`config.mk`:
```
export PLATFORM = sky130hd
export DESIGN_NAME = status_reg_access_ctrl
export DESIGN_NICKNAME = d
export VERILOG_FILES = /design/src/rtl/status_reg_access_ctrl.sv
export SDC_FILE = /design/constraint.sdc
export NUM_CORES = 1
export LEC_CHECK = 0
export BUFFER_PORTS_ARGS = -buffer_cell sky130_fd_sc_hd__buf_4
export CORE_ASPECT_RATIO = 0.75
export CORE_MARGIN = 2
export CORE_UTILIZATION = 47
export CTS_CLUSTER_SIZE = 12
export DETAILED_ROUTE_END_ITERATION = 12
export PLACE_DENSITY_LB_ADDON = 0.3
export RECOVER_POWER = 50
export SLEW_MARGIN = 40
export SYNTH_ARGS = -nofsm -noshare
export SYNTH_HDL_FRONTEND = slang
export SYNTH_SLANG_ARGS = --single-unit
```
`constraint.sdc`:
```
create_clock -name i_sysclk -period 1.9 [get_ports i_sysclk]
set_input_delay 0.19 -clock i_sysclk [delete_from_list [all_inputs] [get_ports i_sysclk]]
set_output_delay 0.19 -clock i_sysclk [all_outputs]
set_load 0.005 [all_outputs]
```
`src/rtl/status_reg_access_ctrl.sv`:
```
// Status register access sequencer: pointer decode, one-cycle bank strobe, read return with a valid pulse.
// Latency: write strobe 1 cycle after accept, read response 3 cycles after accept; cmd_ready only in IDLE.
// Build option STATUS_PTR_AUTOINC_EN: post-increment the pointer after every read or write.
module status_reg_access_ctrl #(
  parameter int NUM_PORTS = 4
) (
  input  logic                   i_sysclk,
  input  logic                   i_reset,
  input  logic                   i_cmd_valid,
  output logic                   o_cmd_ready,
  input  logic [1:0]             i_cmd_type,
  input  logic [7:0]             i_cmd_data,
  output logic                   o_rsp_valid,
  output logic [7:0]             o_rsp_data,
  output logic [NUM_PORTS-1:0]   o_port_cs,
  output logic [15:0]            o_offset_sel,
  output logic                   o_rd_wr,
  output logic [7:0]             o_din_bus,
  input  logic [NUM_PORTS*8-1:0] i_port_dout,
  output logic [7:0]             o_ptr,
  output logic                   o_addr_err,
  input  logic                   i_err_clr
);

  typedef enum logic [1:0] {
    ST_IDLE   = 2'd0,
    ST_ACCESS = 2'd1,
    ST_WAIT   = 2'd2,
    ST_RESP   = 2'd3
  } state_t;

  localparam logic [1:0] CMD_SET = 2'b00;
  localparam logic [1:0] CMD_WR  = 2'b01;
  localparam logic [1:0] CMD_RD  = 2'b10;
  localparam logic [1:0] CMD_RSV = 2'b11;
  localparam logic [4:0] NP5     = 5'(NUM_PORTS);

  state_t                 r_state;
  state_t                 w_next_state;

  logic [7:0]             r_ptr;
  logic                   r_is_rd;
  logic [3:0]             r_acc_port;
  logic                   r_acc_ok;
  logic                   r_err;
  logic                   r_rsp_valid;
  logic [7:0]             r_rsp_data;
  logic [NUM_PORTS-1:0]   r_port_cs;
  logic [15:0]            r_offset_sel;
  logic                   r_rd_wr;
  logic [7:0]             r_din;

  logic                   w_accept;
  logic                   w_is_access_cmd;
  logic                   w_port_ok;
  logic [NUM_PORTS-1:0]   w_cs_dec;
  logic [15:0]            w_off_dec;
  logic [7:0]             w_rd_byte;
  logic                   w_err_set;

  logic [NUM_PORTS-1:0]   w_cs_nxt;
  logic [15:0]            w_off_nxt;
  logic                   w_rd_wr_nxt;
  logic [7:0]             w_din_nxt;
  logic                   w_rsp_valid_nxt;

  assign w_accept        = i_cmd_valid && (r_state == ST_IDLE);
  assign w_is_access_cmd = (i_cmd_type == CMD_WR) || (i_cmd_type == CMD_RD);
  assign w_port_ok       = ({1'b0, r_ptr[7:4]} < NP5);
  assign w_off_dec       = 16'd1 << r_ptr[3:0];

  always_comb begin
    w_cs_dec = '0;
    for (int k = 0; k < NUM_PORTS; k++) begin
      w_cs_dec[k] = (r_ptr[7:4] == 4'(k));
    end
  end

  // Bank DOUT is registered, so it is sampled one cycle after the strobe.
  always_comb begin
    w_rd_byte = 8'hFF;
    for (int k = 0; k < NUM_PORTS; k++) begin
      if (r_acc_ok && (r_acc_port == 4'(k))) begin
        w_rd_byte = i_port_dout[8*k +: 8];
      end
    end
  end

  assign w_err_set = (w_accept && (i_cmd_type == CMD_RSV)) ||
                     ((r_state == ST_ACCESS) && !r_acc_ok);

  // FSM: state register
  always_ff @(posedge i_sysclk or posedge i_reset) begin
    if (i_reset) begin
      r_state <= ST_IDLE;
    end else begin
      r_state <= w_next_state;
    end
  end

  // FSM: next state
  always_comb begin
    w_next_state = r_state;
    case (r_state)
      ST_IDLE: begin
        if (w_accept && w_is_access_cmd) begin
          w_next_state = ST_ACCESS;
        end
      end
      ST_ACCESS: w_next_state = r_is_rd ? ST_WAIT : ST_IDLE;
      ST_WAIT:   w_next_state = ST_RESP;
      ST_RESP:   w_next_state = ST_IDLE;
      default:   w_next_state = ST_IDLE;
    endcase
  end

  // FSM: outputs, computed one cycle ahead so every bus output is a flop
  always_comb begin
    w_cs_nxt        = '0;
    w_off_nxt       = '0;
    w_rd_wr_nxt     = 1'b1;
    w_din_nxt       = '0;
    w_rsp_valid_nxt = (r_state == ST_WAIT);
    if (w_accept && w_is_access_cmd) begin
      w_cs_nxt    = w_cs_dec;
      w_off_nxt   = w_off_dec;
      w_rd_wr_nxt = (i_cmd_type == CMD_RD);
      if (i_cmd_type == CMD_WR) begin
        w_din_nxt = i_cmd_data;
      end
    end
  end

  always_ff @(posedge i_sysclk or posedge i_reset) begin
    if (i_reset) begin
      r_port_cs    <= '0;
      r_offset_sel <= '0;
      r_rd_wr      <= 1'b1;
      r_din        <= '0;
      r_rsp_valid  <= 1'b0;
    end else begin
      r_port_cs    <= w_cs_nxt;
      r_offset_sel <= w_off_nxt;
      r_rd_wr      <= w_rd_wr_nxt;
      r_din        <= w_din_nxt;
      r_rsp_valid  <= w_rsp_valid_nxt;
    end
  end

  always_ff @(posedge i_sysclk or posedge i_reset) begin
    if (i_reset) begin
      r_ptr      <= '0;
      r_is_rd    <= 1'b0;
      r_acc_port <= '0;
      r_acc_ok   <= 1'b0;
      r_rsp_data <= '0;
      r_err      <= 1'b0;
    end else begin
      if (w_accept) begin
        case (i_cmd_type)
          CMD_SET: r_ptr <= i_cmd_data;
          CMD_WR, CMD_RD: begin
            r_is_rd    <= (i_cmd_type == CMD_RD);
            r_acc_port <= r_ptr[7:4];
            r_acc_ok   <= w_port_ok;
          end
          default: ;
        endcase
      end
`ifdef STATUS_PTR_AUTOINC_EN
      // Increments for dropped invalid-port accesses too; wraps 0xFF -> 0x00.
      if (r_state == ST_ACCESS) begin
        r_ptr <= r_ptr + 8'd1;
      end
`else
`endif
      if (r_state == ST_WAIT) begin
        r_rsp_data <= w_rd_byte;
      end
      r_err <= w_err_set || (r_err && !i_err_clr);
    end
  end

  assign o_cmd_ready  = (r_state == ST_IDLE);
  assign o_rsp_valid  = r_rsp_valid;
  assign o_rsp_data   = r_rsp_data;
  assign o_port_cs    = r_port_cs;
  assign o_offset_sel = r_offset_sel;
  assign o_rd_wr      = r_rd_wr;
  assign o_din_bus    = r_din;
  assign o_ptr        = r_ptr;
  assign o_addr_err   = r_err;

endmodule
```
==> impl_results.md <==
* Post-DRT Antenna Nets at 0
* CTS tree: done
* Vias per inst at just over 5
* Worst vdd ir at 0.634 mV
* Reg2reg setup slack at around 0.38 ns
* Final period utilization at 0.801
* P&R area growth vs syn at 41.5%
* Clock buffer depth at 2
* Critical path launch point type: flip-flop
* HP Start: i_err_clr
* Post-cts resize count at 0
* Worst Path Buf+Inv at 0
* Post-synth design cell area at 2220 um2
* Largest net degree at the start of global routing at 36
* Die height at 63.5 um
* Number of buffers added on ports at 93
* Fmax at 657 MHz
* CP Max Fanout at 11
* Clk_lat worst skew at slightly above 0.3 ns
* Share of flip-flops with an asynchronous set or reset at 1.00
* Max Cap Violations at 0
* Most used DFF post-synth: dfrtp_1
* Clk pin slew, worst setup/hold paths at around 0.09 ns
* Leakage Power at approximately 0.0016 uW
* Drt initial violations at 107
* Row cnt at 21
* Clock sink count at 55
* RSZ-0062 raised after global routing: false
* Drt pass-1 iters at 4
* Unique masters post-synth at 27
* Core area at 4490 um2
* Worst slew margin at 0.451
* Worst Hold Path EP: o_addr_err
* Reg2Reg Capture Point: r_acc_port[2]
* Antenna cells at 0
* Hold Vio Cnt, Final at 0
* Tightest Pin Transition at about 0.82 ns
* Delay of the slowest critical-path stage at 0.58 ns
* Number of synthesized flops with an enable pin at 0
* Max Slew Vio Count at 0
* Avg Inst Size Synth at 14.1 um2
* Leading area contributor after synthesis: dfrtp_1
* Antenna violations before repair at 0
* Top cells by count, synth: 54 x dfrtp_1, 14 x nor2_1, 10 x mux2_1
* Syn nets at 207
* Post-CTS Setup Bufs at 0
* Share of the synthesized area in the top cell type at 0.610
* Final Core Density at 0.698
* Seq/Total Area, Yosys at 0.622
* CP Capture Type: flip-flop
* Synth warn at 0
* Worst path arrival time at approximately 1.7 ns
* Layout cells sized above 1 at 0.467
* Fin nets at 306
* Final GP Congestion at between 0.8 and 0.9
* Final min period at 1.52 ns
* DRC viols at 0
* Count leader, synth: dfrtp_1
* Critical Path, Cell by Cell: and4bb_1 -> mux2_1
* Inserted Clock Buffers at 5
* Synth Instances at 157
* Final Skew at 0.00490 ns
* GRT overflow at 0
* Starting Density at 0.493
* Pwr Density at 1210 nW/um2
* Die area at 5290 um2
* Root Driver: clkbuf_8
* Status: complete, no violations
* Setup-failing EPs final at 0
* FF-to-FF path depth at 2
* Hold Path Class: in2reg
* Vias in the first global route at between 1.5k and 2k
* Detailed-route via count at between 1.5k and 2k
* Routed WL at 5.04 mm
* Hold path cells at 2
* Fin Setup TNS at 0 ns
* I/O pin total at 94
* Required time of the critical path at 2.09 ns
* Detailed Place HPWL at between 3 and 4 mm
* Crit path max-delay family: simple AND/OR/NAND/NOR gates
* First-pass GRT wire length at 8.31 mm
* Gr usage total at 0.202
* Synth Register Bits at 55
* Worst setup path class: reg2reg
* Crit path max-delay cell type: and4bb_1
* Die width at approximately 83 um
* Htree depth at 2
* Synth area leaders: dfrtp_1 61%, mux4_2 8.1%, mux2_1 5.1%
* Drt wl/cell at 16.0 um
registers in the layout, indices dropped and copies added, names as in the netlist, named ones only:
signal        flops
r_is_rd           1
r_acc_port        4
o_rsp_data        8
o_din_bus         8
o_addr_err        1
o_rsp_valid       1
o_offset_sel     16
r_acc_ok          1
o_rd_wr           1
o_port_cs         4
r_state           1
o_ptr             8
layout make-up:
class | instances | area, um2
flip-flops and latches | 55 | 1380
fillers | 322 | 1360
multi-input cells | 87 | 769
repair buffers | 99 | 754
clock buffers | 6 | 72.6
well taps | 57 | 71.3
clock inverters | 2 | 60.1
inverters | 8 | 30.0
layer usage:
metal / routed length, um / GRT usage / vias up
li1: - / - / 756
met3: 299 / 0.0550 / 8
met1: 2370 / 0.287 / 786
met4: 68 / 0.0574 / 0
met2: 2290 / 0.309 / 48
met5: 0 / 0 / -
worst max path at each step:
stage / from / end / slack [ns] / depth (start not counted)
final: flip-flop / r_acc_port[2] / 0.38 / 2
after global routing: r_acc_port[0] / o_rsp_data[0] / 0.19 / 2
after CTS: r_acc_port[0] / o_rsp_data[0] / 0.34 / 2
after detailed placement: i_cmd_type[0] / r_acc_port[2] / 0.22 / 5
after global placement: i_cmd_type[0] / r_acc_port[0] / 0.29 / 5
after floorplan: i_reset / asynchronous set/reset pin / 0.37 / 1
cell families after synthesis:
family	Yosys count	synth area share
AOI/OAI and AO/OA	14	0.0457
adders and majority gates	4	0.0226
buffers and inverters	15	0.0311
DFF	55	0.622
muxes	18	0.132
and+or+nand+nor	51	0.147
cell usage in the layout, fill, tap and decap left out, types with 5 or more instances in the layout:
cell type,n
nor2_1,14
mux4_2,8
buf_4,57
dfrtp_1,54
mux2_1,10
clkbuf_8,5
inv_1,8
clkbuf_4,39
and3_1,8
nor3_1,8
o22a_1,8
repair_timing:
| item | 4_1_cts | 5_1_grt |
|---|---|---|
| hold endpoints to repair | 20 | 0 |
| setup endpoints to repair | 0 | 0 |
| hold buffers | 1 | 0 |
metrics by stage:
step | worst slack (ns) | area [um2] | instances | hold WS, ns | total power, uW
after floorplan | 0.369 | 2220 | 157 | 0.289 | 2360
after global placement | 0.294 | 3000 | 305 | 0.230 | 2910
after detailed placement | 0.217 | 3000 | 305 | 0.233 | 2940
after CTS | 0.337 | 3140 | 314 | 0.0589 | 3830
after global routing | 0.194 | 3140 | 314 | 0.0569 | 4010
final | 0.379 | 3140 | 314 | 0.0601 | 3800
power breakdown:
part	total (uW)	switching [uW]	internal [uW]
sequential	1760	310	1450
combinational	1140	428	710
clock	900	373	527
total	3800	1110	2680
(Power assumes the default switching activity.)
